File: src/rtl/alu_share_arbiter.sv
// -----------------------------------------------------------------------------
// alu_share_arbiter
//
// Gives one of four 64-bit arithmetic units (0=add, 1=sub, 2=mul, 3=div)
// exclusive ownership of the shared execution/result path. Grants go
// round-robin and are held until the owner signals completion. The owner's
// result is then latched onto a shared registered bus with a one-cycle ack.
// A watchdog reclaims the grant from a unit that never completes.
//
// Ports
//   clk             clock, all state updates on rising edge
//   rst_n           synchronous reset, active low
//   req_i[3:0]      per-unit request, held until ack or abandonment
//   done_i[3:0]     per-unit completion strobe, only the owner's bit is used
//   res_in_i        unit results, unit i on bits [i*W +: W]
//   grant_o[3:0]    one-hot ownership, registered
//   working_o       high whenever any grant bit is high
//   owner_o[1:0]    index of current or most recent owner
//   ack_o[3:0]      one-cycle completion pulse to the owner
//   result_o        result of the last completed operation
//   result_valid_o  one-cycle pulse coincident with ack_o
//   timeout_err_o   one-cycle pulse when the watchdog reclaims a grant
// -----------------------------------------------------------------------------
module alu_share_arbiter #(
  parameter int unsigned W       = 64,
  parameter int unsigned TIMEOUT = 255   // legal range 1..65535
) (
  input  logic           clk,
  input  logic           rst_n,
  input  logic [3:0]     req_i,
  input  logic [3:0]     done_i,
  input  logic [4*W-1:0] res_in_i,
  output logic [3:0]     grant_o,
  output logic           working_o,
  output logic [1:0]     owner_o,
  output logic [3:0]     ack_o,
  output logic [W-1:0]   result_o,
  output logic           result_valid_o,
  output logic           timeout_err_o
);

  typedef enum logic [1:0] {
    IDLE = 2'd0,
    BUSY = 2'd1,
    DONE = 2'd2
  } state_e;

  // Last count value still allowed; reaching it in BUSY forces the reclaim,
  // so the grant is high for exactly TIMEOUT cycles.
  localparam logic [15:0] CNT_LAST = 16'(TIMEOUT - 1);

  state_e         state_q;
  logic [1:0]     ptr_q;
  logic [15:0]    cnt_q;
  logic [3:0]     grant_q;
  logic           working_q;
  logic [1:0]     owner_q;
  logic [3:0]     ack_q;
  logic [W-1:0]   result_q;
  logic           result_valid_q;
  logic           timeout_err_q;

  logic [1:0]     winner_d;
  logic [1:0]     cand;

  // Round-robin pick: scan ptr, ptr+1, ... (mod 4). Walking the offsets from
  // far to near lets the nearest requester overwrite the others.
  // NOTE: every always_comb output gets a default first so no path leaves it
  // unassigned, which would otherwise infer a latch.
  always_comb begin
    winner_d = ptr_q;
    cand     = ptr_q;
    for (int i = 3; i >= 0; i--) begin
      cand = ptr_q + 2'(i);
      if (req_i[cand]) winner_d = cand;
    end
  end

  // NOTE: all state below uses non-blocking assignments so every register
  // samples pre-edge values, independent of statement order.
  always_ff @(posedge clk) begin
    if (!rst_n) begin
      state_q        <= IDLE;
      ptr_q          <= '0;
      cnt_q          <= '0;
      grant_q        <= '0;
      working_q      <= 1'b0;
      owner_q        <= '0;
      ack_q          <= '0;
      result_q       <= '0;
      result_valid_q <= 1'b0;
      timeout_err_q  <= 1'b0;
    end else begin
      // Pulse outputs are high for one cycle only unless re-asserted below.
      ack_q          <= '0;
      result_valid_q <= 1'b0;
      timeout_err_q  <= 1'b0;

      unique case (state_q)
        IDLE: begin
          if (|req_i) begin
            state_q   <= BUSY;
            grant_q   <= 4'b0001 << winner_d;
            working_q <= 1'b1;
            owner_q   <= winner_d;
            cnt_q     <= '0;
          end
        end

        BUSY: begin
          if (!req_i[owner_q]) begin
            // Owner withdrew: release silently, result untouched.
            state_q   <= IDLE;
            grant_q   <= '0;
            working_q <= 1'b0;
            ptr_q     <= owner_q + 2'd1;
          end else if (done_i[owner_q]) begin
            state_q   <= DONE;
            grant_q   <= '0;
            working_q <= 1'b0;
            result_q  <= res_in_i[owner_q*W +: W];
          end else if (cnt_q == CNT_LAST) begin
            state_q       <= IDLE;
            grant_q       <= '0;
            working_q     <= 1'b0;
            timeout_err_q <= 1'b1;
            ptr_q         <= owner_q + 2'd1;
          end else begin
            cnt_q <= cnt_q + 16'd1;
          end
        end

        DONE: begin
          // Pointer moves past the owner so a unit that keeps requesting
          // only wins again when nobody else is asking.
          state_q        <= IDLE;
          ack_q          <= 4'b0001 << owner_q;
          result_valid_q <= 1'b1;
          ptr_q          <= owner_q + 2'd1;
        end

        default: state_q <= IDLE;
      endcase
    end
  end

  assign grant_o        = grant_q;
  assign working_o      = working_q;
  assign owner_o        = owner_q;
  assign ack_o          = ack_q;
  assign result_o       = result_q;
  assign result_valid_o = result_valid_q;
  assign timeout_err_o  = timeout_err_q;

endmodule
File: config.mk
export PLATFORM = sky130hd
export DESIGN_NAME = alu_share_arbiter
export DESIGN_NICKNAME = d
export VERILOG_FILES = /design/src/rtl/alu_share_arbiter.sv
export SDC_FILE = /design/constraint.sdc
export NUM_CORES = 1
export LEC_CHECK = 0
export BUFFER_PORTS_ARGS = -buffer_cell sky130_fd_sc_hd__buf_2
export CORE_AREA = 2 2 132 134
export CTS_CLUSTER_DIAMETER = 200
export DETAILED_ROUTE_END_ITERATION = 8
export DIE_AREA = 0 0 134 136
export PLACE_DENSITY_LB_ADDON = 0.15
export SETUP_SLACK_MARGIN = 0.5
export SKIP_CTS_REPAIR_TIMING = 1
export SLEW_MARGIN = 40
export SYNTH_ARGS = -nofsm -noshare
export SYNTH_HDL_FRONTEND = slang
export SYNTH_SLANG_ARGS = --single-unit
export TNS_END_PERCENT = 50
File: constraint.sdc
create_clock -name clk -period 5.9 [get_ports clk]
set_input_delay 0.885 -clock clk [delete_from_list [all_inputs] [get_ports clk]]
set_output_delay 0.885 -clock clk [all_outputs]
set_load 0.03 [all_outputs]
==> run summary <==
Starting Density: 32.7%
port buffer count: 342
FF-to-FF Start: owner_o[1]
Crit. Startpoint: owner_o[1]
CTS sink count: 97
RePlAce Congestion: 0.825
vias: 5400
Final min period: 2.93 ns
H-tree depth: 3
Hold Path Class: reg2reg
largest family of logic cells by synthesized area: multiplexers
area of the core: 0.0169 mm2
post-synthesis adder-cell area fraction: 0.453%
Die ar.: 0.0182 mm2
simple-gate share of the synthesized area: 17.3%
count leader, synth: nand2_1
Total GRT Usage: 20.5%
CTS tree: built
crit start category: flop
Compound-Gate Fraction of Synth Area: 14.1%
layout cells sized above 1: 50.6%
initial antenna violation count: 4
CP max FO: 48
Post-synth EDFFs: 0
Final ANT Viol Nets: 0
CTS Buf Count: 9
routed len/inst: 17.4 um
area of the mapped netlist: 0.00552 mm2
largest net degree at the start of global routing: 84
Max Cap Viol: 0
RSZ-0062 raised after global routing: no
synth warn: 0
Setup Skew: 0.00596 ns
pwr/cell area: 227 mW/mm2
final slew viol count: 0
Worst-Skew Late Latency: 0.35 ns
Nets: 1135
I/O pin total: 343
Lkg Pwr: 0.00328 uW
Required @ worst endpoint: 6.17 ns
first-pass GRT wire length: 28.7 mm
setup ws final: 2.97 ns
syn_nets: 818
cell taking the most area after synthesis: dfxtp_1
sequential fraction of the synthesis area: 35.2%
asr flop ratio synth: 0%
slew margin rel.: 50.7%
Syn Inst Count: 550
Area contributors post-synth: dfxtp_1, mux4_2, nand2_1
CP Class: reg2reg
final wirelength: 19.1 mm
Fill cells: 1674
syn avg cell area: 10.0 um2
Setup TNS: 0 ns
worst path arrival time: 3.20 ns
Final HPWL DP: 14.8 mm
Iter 0 DRT Violations: 250
# setup viols final: 0
Residual DRC: 0
die width: 134 um
distinct cell type count after synthesis: 51
most frequent cells after synthesis: nand2_1, dfxtp_1, a21boi_0, mux4_2, clkbuf_1
post-synthesis mux area share: 28.0%
ys flop type: dfxtp_1
crit share post-route: 49.7%
Hold WS: 0.462 ns
Crit. End Element: flop
Tot Pwr: 1760 uW
Die H: 136 um
clk slew on worst S/H paths: 0.07 ns
Layout Area Growth over Synthesis: 40.3%
final hold violation count: 0
remaining global-route overflow: 0
vias in the first global route: 5141
worst min-delay path startpoint: result_o[21]
Clock Path Buffers: 2
Via density: 4.91
Cell Rows: 48
Least-Margin Pin Slew: 0.740 ns
Clock Tree Root: clkbuf_16
Synth top area share: 35.2%
Seq cells post-synth: 97
xor and xnor area share after synthesis: 1.43%
fmax: 341 MHz
pre-CTS setup slack: 2.91 ns
status: finished clean
peak supply drop: 0.160 mV
TritonRoute pass-1 iters: 4
metal layers:
metal  wire length (um)  part of all wire (%)  track usage [%]  vias to the layer above
met1               8030                    42             25.3                     2542
met4                517                   2.7             7.57                        2
li1                   -                     -                -                     2641
met5                 10                 0.052                0                        -
met3               1280                   6.7             6.08                       35
met2               9250                    48             34.0                      180
final cells by class:
cell class	count	area (um2)	share of cell area (%)
diodes	3	7.51	0.0969
clock buffers	9	225	2.91
clock inverters	7	77.6	1.00
inverters	9	33.8	0.436
multi-input cells	402	3390	43.8
flip-flops and latches	97	1950	25.2
well taps	225	282	3.63
repair buffers	348	1780	22.9
power breakdown:
group          internal [uW]  switching, uW
combinational            220            224
sequential               685           32.8
clock                    332            267
total                   1240            524
critical path, stage by stage, from the launching register on:
cell and delay (ns):
dfxtp_4 0.71, buf_12 0.30, mux2_2 0.42, nor3_4 0.55, buf_4 0.56, nand2_1 0.10, a21boi_0 0.17
layout by cell type (no fill, tap or decap), types with 3 or more instances in the layout:
cell type,netlist,final
a21boi_0,64,64
a21oi_1,16,16
a22oi_1,4,4
and2_1,4,4
buf_2,0,342
buf_4,1,4
clkbuf_16,0,9
dfxtp_1,97,95
diode_2,0,3
inv_1,9,9
mux2_2,3,3
mux2i_1,7,7
mux4_2,64,64
nand2_1,141,141
nand2b_1,3,3
nand3_1,6,6
nand4_1,4,4
nor2_1,17,17
nor2b_1,10,10
nor3_1,4,3
o21ai_0,3,3
or3_1,4,3
xnor2_1,5,5
xor2_1,4,4
registers in the layout, summed over array words and instances, names as in the netlist:
name	cells
cnt_q	16
owner_o	2
ptr_q	2
state_q	2
result_o	64
result_valid_o	1
working_o	1
ack_o	4
timeout_err_o	1
grant_o	4
path summary, 6_finish.rpt:
check | endpoint | slack, ns | depth (start not counted)
max | result_o[29] | 2.97 | 6
min | result_o[21] | 0.46 | 2
max reg2reg | result_o[29] | 2.97 | 6
min reg2reg | result_o[21] | 0.46 | 2
stage by stage:
stage	std cells	utilization [%]	area, um2
after floorplan	550	-	5520
after global placement	1080	43.9	7400
after detailed placement	1081	44.0	7430
after CTS	1097	45.8	7730
after global routing	1100	45.9	7740
final	1100	45.9	7740
logic make-up after synthesis:
kind of cell	count (synthesis)
AO/OA/AOI/OAI	107
XOR/XNOR	9
adder cells (fa/ha/maj)	2
buffers and inverters	51
flip-flops	97
multiplexers	74
AND/OR/NAND/NOR	210
Note: power is estimated with default switching activity, not from simulation.
